[config.mk]
export PLATFORM = sky130hd
export DESIGN_NAME = pc_fetch
export DESIGN_NICKNAME = d
export VERILOG_FILES = /design/src/rtl/pc_fetch_pkg.sv /design/src/rtl/pc_fetch.sv
export SDC_FILE = /design/constraint.sdc
export NUM_CORES = 1
export LEC_CHECK = 0
export CAP_MARGIN = 10
export CORE_MARGIN = 5
export CORE_UTILIZATION = 38
export DETAILED_ROUTE_END_ITERATION = 16
export PLACE_DENSITY_LB_ADDON = 0.05
export SLEW_MARGIN = 20
export SYNTH_ARGS = -nofsm -noshare
export SYNTH_HDL_FRONTEND = slang
export SYNTH_SLANG_ARGS = --single-unit
export TNS_END_PERCENT = 30
[constraint.sdc]
create_clock -name cpu_clk -period 3.5 [get_ports cpu_clk]
set_input_delay 1.05 -clock cpu_clk [delete_from_list [all_inputs] [get_ports cpu_clk]]
set_output_delay 1.05 -clock cpu_clk [all_outputs]
set_load 0.05 [all_outputs]
[src/rtl/pc_fetch_pkg.sv]
// Shared definitions for the miniLA fetch front end: FSM states and constants.
package pc_fetch_pkg;

    typedef enum logic [1:0] {
        FETCH_S_REQ  = 2'd0,
        FETCH_S_WAIT = 2'd1,
        FETCH_S_OUT  = 2'd2
    } fetch_state_t;

    localparam logic [31:0] FETCH_RESET_PC    = 32'h0000_0000;
    localparam logic [31:0] FETCH_BUBBLE_INST = 32'h0000_0000;

endpackage

[src/rtl/pc_fetch.sv]
// Sequential fetch front end: PC register, imem req/gnt/rvalid FSM and redirect handling.
// Optional misaligned-fetch trap (fetch_adef) enabled by defining FETCH_ADEF_EN.
module pc_fetch
    import pc_fetch_pkg::*;
#(
    parameter logic [31:0] RESET_PC = FETCH_RESET_PC,
    parameter int unsigned IMEM_AW  = 32
) (
    input  logic               cpu_clk,
    input  logic               cpu_rst,
    input  logic [31:0]        npc,
    input  logic               flush,
    input  logic [31:0]        flush_pc,
    output logic               imem_req,
    output logic [IMEM_AW-1:0] imem_addr,
    input  logic               imem_gnt,
    input  logic               imem_rvalid,
    input  logic [31:0]        imem_rdata,
    output logic [31:0]        pc,
    output logic [31:0]        inst,
    output logic               inst_valid,
`ifdef FETCH_ADEF_EN
    output logic               fetch_adef,
`endif
    input  logic               inst_ready
);

    fetch_state_t state, state_n;
    logic [31:0]  pc_n;
    logic [31:0]  inst_n;
    logic         drop, drop_n;
`ifdef FETCH_ADEF_EN
    logic         adef_n;
`endif

    always_ff @(posedge cpu_clk or posedge cpu_rst) begin
        if (cpu_rst) begin
            state <= FETCH_S_REQ;
            pc    <= RESET_PC;
            inst  <= '0;
            drop  <= 1'b0;
`ifdef FETCH_ADEF_EN
            fetch_adef <= 1'b0;
`endif
        end else begin
            state <= state_n;
            pc    <= pc_n;
            inst  <= inst_n;
            drop  <= drop_n;
`ifdef FETCH_ADEF_EN
            fetch_adef <= adef_n;
`endif
        end
    end

    always_comb begin
        state_n  = state;
        pc_n     = pc;
        inst_n   = inst;
        drop_n   = drop;
        imem_req = 1'b0;
`ifdef FETCH_ADEF_EN
        adef_n   = fetch_adef;
`endif
        case (state)
            FETCH_S_REQ: begin
                // The request stays low while reset is held even though the FSM rests here.
`ifdef FETCH_ADEF_EN
                imem_req = ~cpu_rst & (pc[1:0] == 2'b00);
`else
                imem_req = ~cpu_rst;
`endif
                if (flush) begin
                    pc_n = flush_pc;
                end
`ifdef FETCH_ADEF_EN
                else if (pc[1:0] != 2'b00) begin
                    state_n = FETCH_S_OUT;
                    inst_n  = FETCH_BUBBLE_INST;
                    adef_n  = 1'b1;
                end
`endif
                else if (imem_gnt) begin
                    state_n = FETCH_S_WAIT;
                end
            end
            FETCH_S_WAIT: begin
                if (flush) begin
                    pc_n = flush_pc;
                    if (imem_rvalid) begin
                        drop_n  = 1'b0;
                        state_n = FETCH_S_REQ;
                    end else begin
                        drop_n  = 1'b1;
                    end
                end else if (imem_rvalid) begin
                    if (drop) begin
                        drop_n  = 1'b0;
                        state_n = FETCH_S_REQ;
                    end else begin
                        inst_n  = imem_rdata;
                        state_n = FETCH_S_OUT;
                    end
                end
            end
            FETCH_S_OUT: begin
                if (flush) begin
                    pc_n    = flush_pc;
                    state_n = FETCH_S_REQ;
`ifdef FETCH_ADEF_EN
                    adef_n  = 1'b0;
`endif
                end else if (inst_ready) begin
                    pc_n    = npc;
                    state_n = FETCH_S_REQ;
`ifdef FETCH_ADEF_EN
                    adef_n  = 1'b0;
`endif
                end
            end
            default: state_n = FETCH_S_REQ;
        endcase
    end

    assign imem_addr  = pc[IMEM_AW-1:0];
    assign inst_valid = (state == FETCH_S_OUT);

endmodule

==> impl_metrics.csv <==
group,metric,value,unit
finish,fill_cells,718,
critical_path,cp.buffers_inverters,2,
clock_network,cts_max_level,3,
min_path,min_path_type,"reg2reg",
pwr,peakVddDrop,0.5230,mV
yosys,syn_inst,296,
critical_path,worst-setup-path-type,"in2out",
global_route,antenna_found_initial,0,
clock_network,cts.clk_slew.worst_paths,0.09,ns
yosys,yosysTopAreaCell,"dfrtp_1",
pwr,power_density,734.1,nW/um^2
drt,drc,0,
clock_network,hold_buffers,0,
timing,drv_slew,0,
critical_path,cpPeakStageDelay,0.45,ns
drt,detail-route-antenna-nets,0,
critical_path,critical_path_peak_fanout,2,
drt,wl_per_cell,17.62,um
place,place_congestion,0.7415,
drt,viasPerCell,5.026,
timing,period_share,87.29,%
finish,finish.instance_area,5359,um^2
critical_path,critical_path.endpoint_type,"output pin",
place,placedInstanceArea,5177,um^2
global_route,grt_max_degree,41,
die,ioPinCount,200,
critical_path,start_kind,"input pin",
die,fp.dieH,103.4,um
yosys,synth-seq-cells,67,
timing,tns,0,ns
drt,via_count,2890,
drt,drt-initial-drc-count,99,
global_route,grt_pass1_vias,3124,
yosys,synth.yosys.seq_area_share,50.55,%
clock_network,cts_resized,0,
critical_path,worstPathArrival,2.01,ns
timing,finalSetupViolations,0,
yosys,syn_area_per_cell,11.21,um^2
finish,final_common_cell,"clkdlybuf4s50_1",
timing,period_needed,3.055,ns
global_route,grt_use_total,18.80,%
critical_path,critical-path-top-delay-family,"buffers and inverters",
finish,layout_common_cells,"clkdlybuf4s50_1 (197), dfrtp_1 (67), o21ai_0 (61)",
clock_network,cts_tree,"built",
die,initial_utilization,38.60,%
finish,area_growth,61.56,%
yosys,synth_area_leaders,"dfrtp_1 (51%), mux2_2 (10%), o21ai_0 (9.2%), a2bb2oi_1 (8.4%), buf_4 (7.5%)",
status,outcome,"completed",
global_route,grt_pass1_wl,15.57,mm
place,portBuffers,199,
die,dieArea,10700,um^2
timing,worst_slew_pin_slew,0.6520,ns
global_route,grt_overflow,0,
drt,drt_pre_antenna_iters,4,
yosys,syn-num-nets,398,
yosys,yosysUniqueCellTypes,23,
drt,finalWirelength,10.13,mm
finish,antenna_cells,0,
clock_network,clk_path_buf_depth,2,
die,core,8593,um^2
finish,nets,564,
clock_network,cts_root_buffer,"clkbuf_8",
yosys,yosysTopAreaCellShare,50.55,%
timing,max_freq,327.3,MHz
finish,finalCoreUtilization,62.36,%
critical_path,cp_slowest_cell,"clkdlybuf4s50_1",
finish,drive_gt1_share,13.49,%
pwr,p_total,3.934,mW
clock_network,post_cts_buffers,0,
timing,rsz0062_at_grt,"false",
place,hpwl,7.351,mm
critical_path,path_cells,"clkdlybuf4s50_1 -> nor3_1 -> buf_12",
yosys,netlist_area,3317,um^2
die,row_count,34,
timing,fin_skew,0.01102,ns
timing,max_slew_margin,56.47,%
timing,finalHoldViolCount,0,
critical_path,cp.required,2.45,ns
timing,hold_slack,0.5109,ns
yosys,yosysWarnings,0,
clock_network,cts_sinks,67,
die,die_w,103.4,um
pwr,cellLeakagePower,2.132,nW
job,max_cap_viol_count,0,
clock_network,insertion_delay,0.34,ns
clock_network,cts_buffers,9,
==> metal layers <==
layer  global-route usage, %  share of wire [%]  wire length [um]
met5                       0                  0                 0
met2                   30.83                 48              4849
met3                   6.975                 11              1086
met4                   5.378               0.71                72
met1                   23.27                 41              4125
==> per-stage QoR <==
step           setup WS, ns  cells
3_5_place_dp         0.4427    559
6_report             0.4450    575
5_1_grt              0.3931    575
4_1_cts              0.4205    575
2_1_floorplan        0.3553    296
3_3_place_gp         0.4653    559
==> kinds of logic (layout without fill, tap and decap cells) <==
kind of cell	count (synthesis)	after routing	share of synthesized area [%]
muxes	32	32	11.09
buffers and inverters	55	226	11.20
and+or+nand+nor	40	40	7.846
DFF	67	67	50.55
AOI/OAI and AO/OA	102	102	19.31
==> Yosys cell counts <==
cell type,n
o21ai_0,61
nor2_1,4
o21ai_1,3
nand3b_1,1
inv_4,1
a31oi_1,2
nand2b_1,28
clkbuf_1,9
a2bb2oi_1,32
dfrtp_1,67
o41ai_1,1
mux2_4,2
nor2b_1,1
a21oi_1,2
mux2_2,30
buf_6,4
nand4_4,1
a21oi_2,1
buf_2,7
buf_4,33
inv_1,1
or2b_1,4
nor3_1,1
==> state kept, by name, summed over array words and instances, names as in the netlist <==
name,flops
drop,1
inst,32
state,2
imem_addr,32
==> where the power goes <==
| group | leakage [nW] | switching [mW] | total, mW | internal, mW |
|---|---|---|---|---|
| sequential | 0.767 | 0.144 | 1.16 | 1.02 |
| clock | 0.0829 | 0.335 | 0.600 | 0.266 |
| combinational | 1.28 | 1.36 | 2.17 | 0.808 |
| total | 2.13 | 1.84 | 3.93 | 2.09 |
==> cell type report <==
| class | instances | area [um^2] | share of cell area (%) |
|---|---|---|---|
| timing repair buffer | 208 | 2079 | 38.80 |
| sequential | 67 | 1677 | 31.29 |
| multi-input combinational | 174 | 1276 | 23.82 |
| tap | 108 | 135.1 | 2.522 |
| clock buffer | 9 | 123.9 | 2.311 |
| clock inverter | 7 | 57.56 | 1.074 |
| inverter | 2 | 10.01 | 0.1868 |
==> final timing paths <==
kind / startpoint / depth (start not counted) / slack (ns) / endpoint
max in group asynchronous: cpu_rst / 3 / 1.74 / imem_addr[14]
setup reg to reg: state[1] / 5 / 1.55 / imem_addr[7]
hold / removal: inst[10] / 1 / 0.51 / inst[10]
min in group asynchronous: cpu_rst / 2 / 1.17 / inst[19]
setup / recovery: cpu_rst / 3 / 0.44 / imem_req
hold reg to reg: inst[10] / 1 / 0.51 / inst[10]
==> worst register-to-register path, stage by stage, from the launching register on <==
cell and delay (ns):
dfrtp_1 0.54, buf_4 0.39, a21oi_1 0.16, a21oi_4 0.16, buf_4 0.37, a2bb2oi_1 0.23
Power figures use the tool's default switching activity.
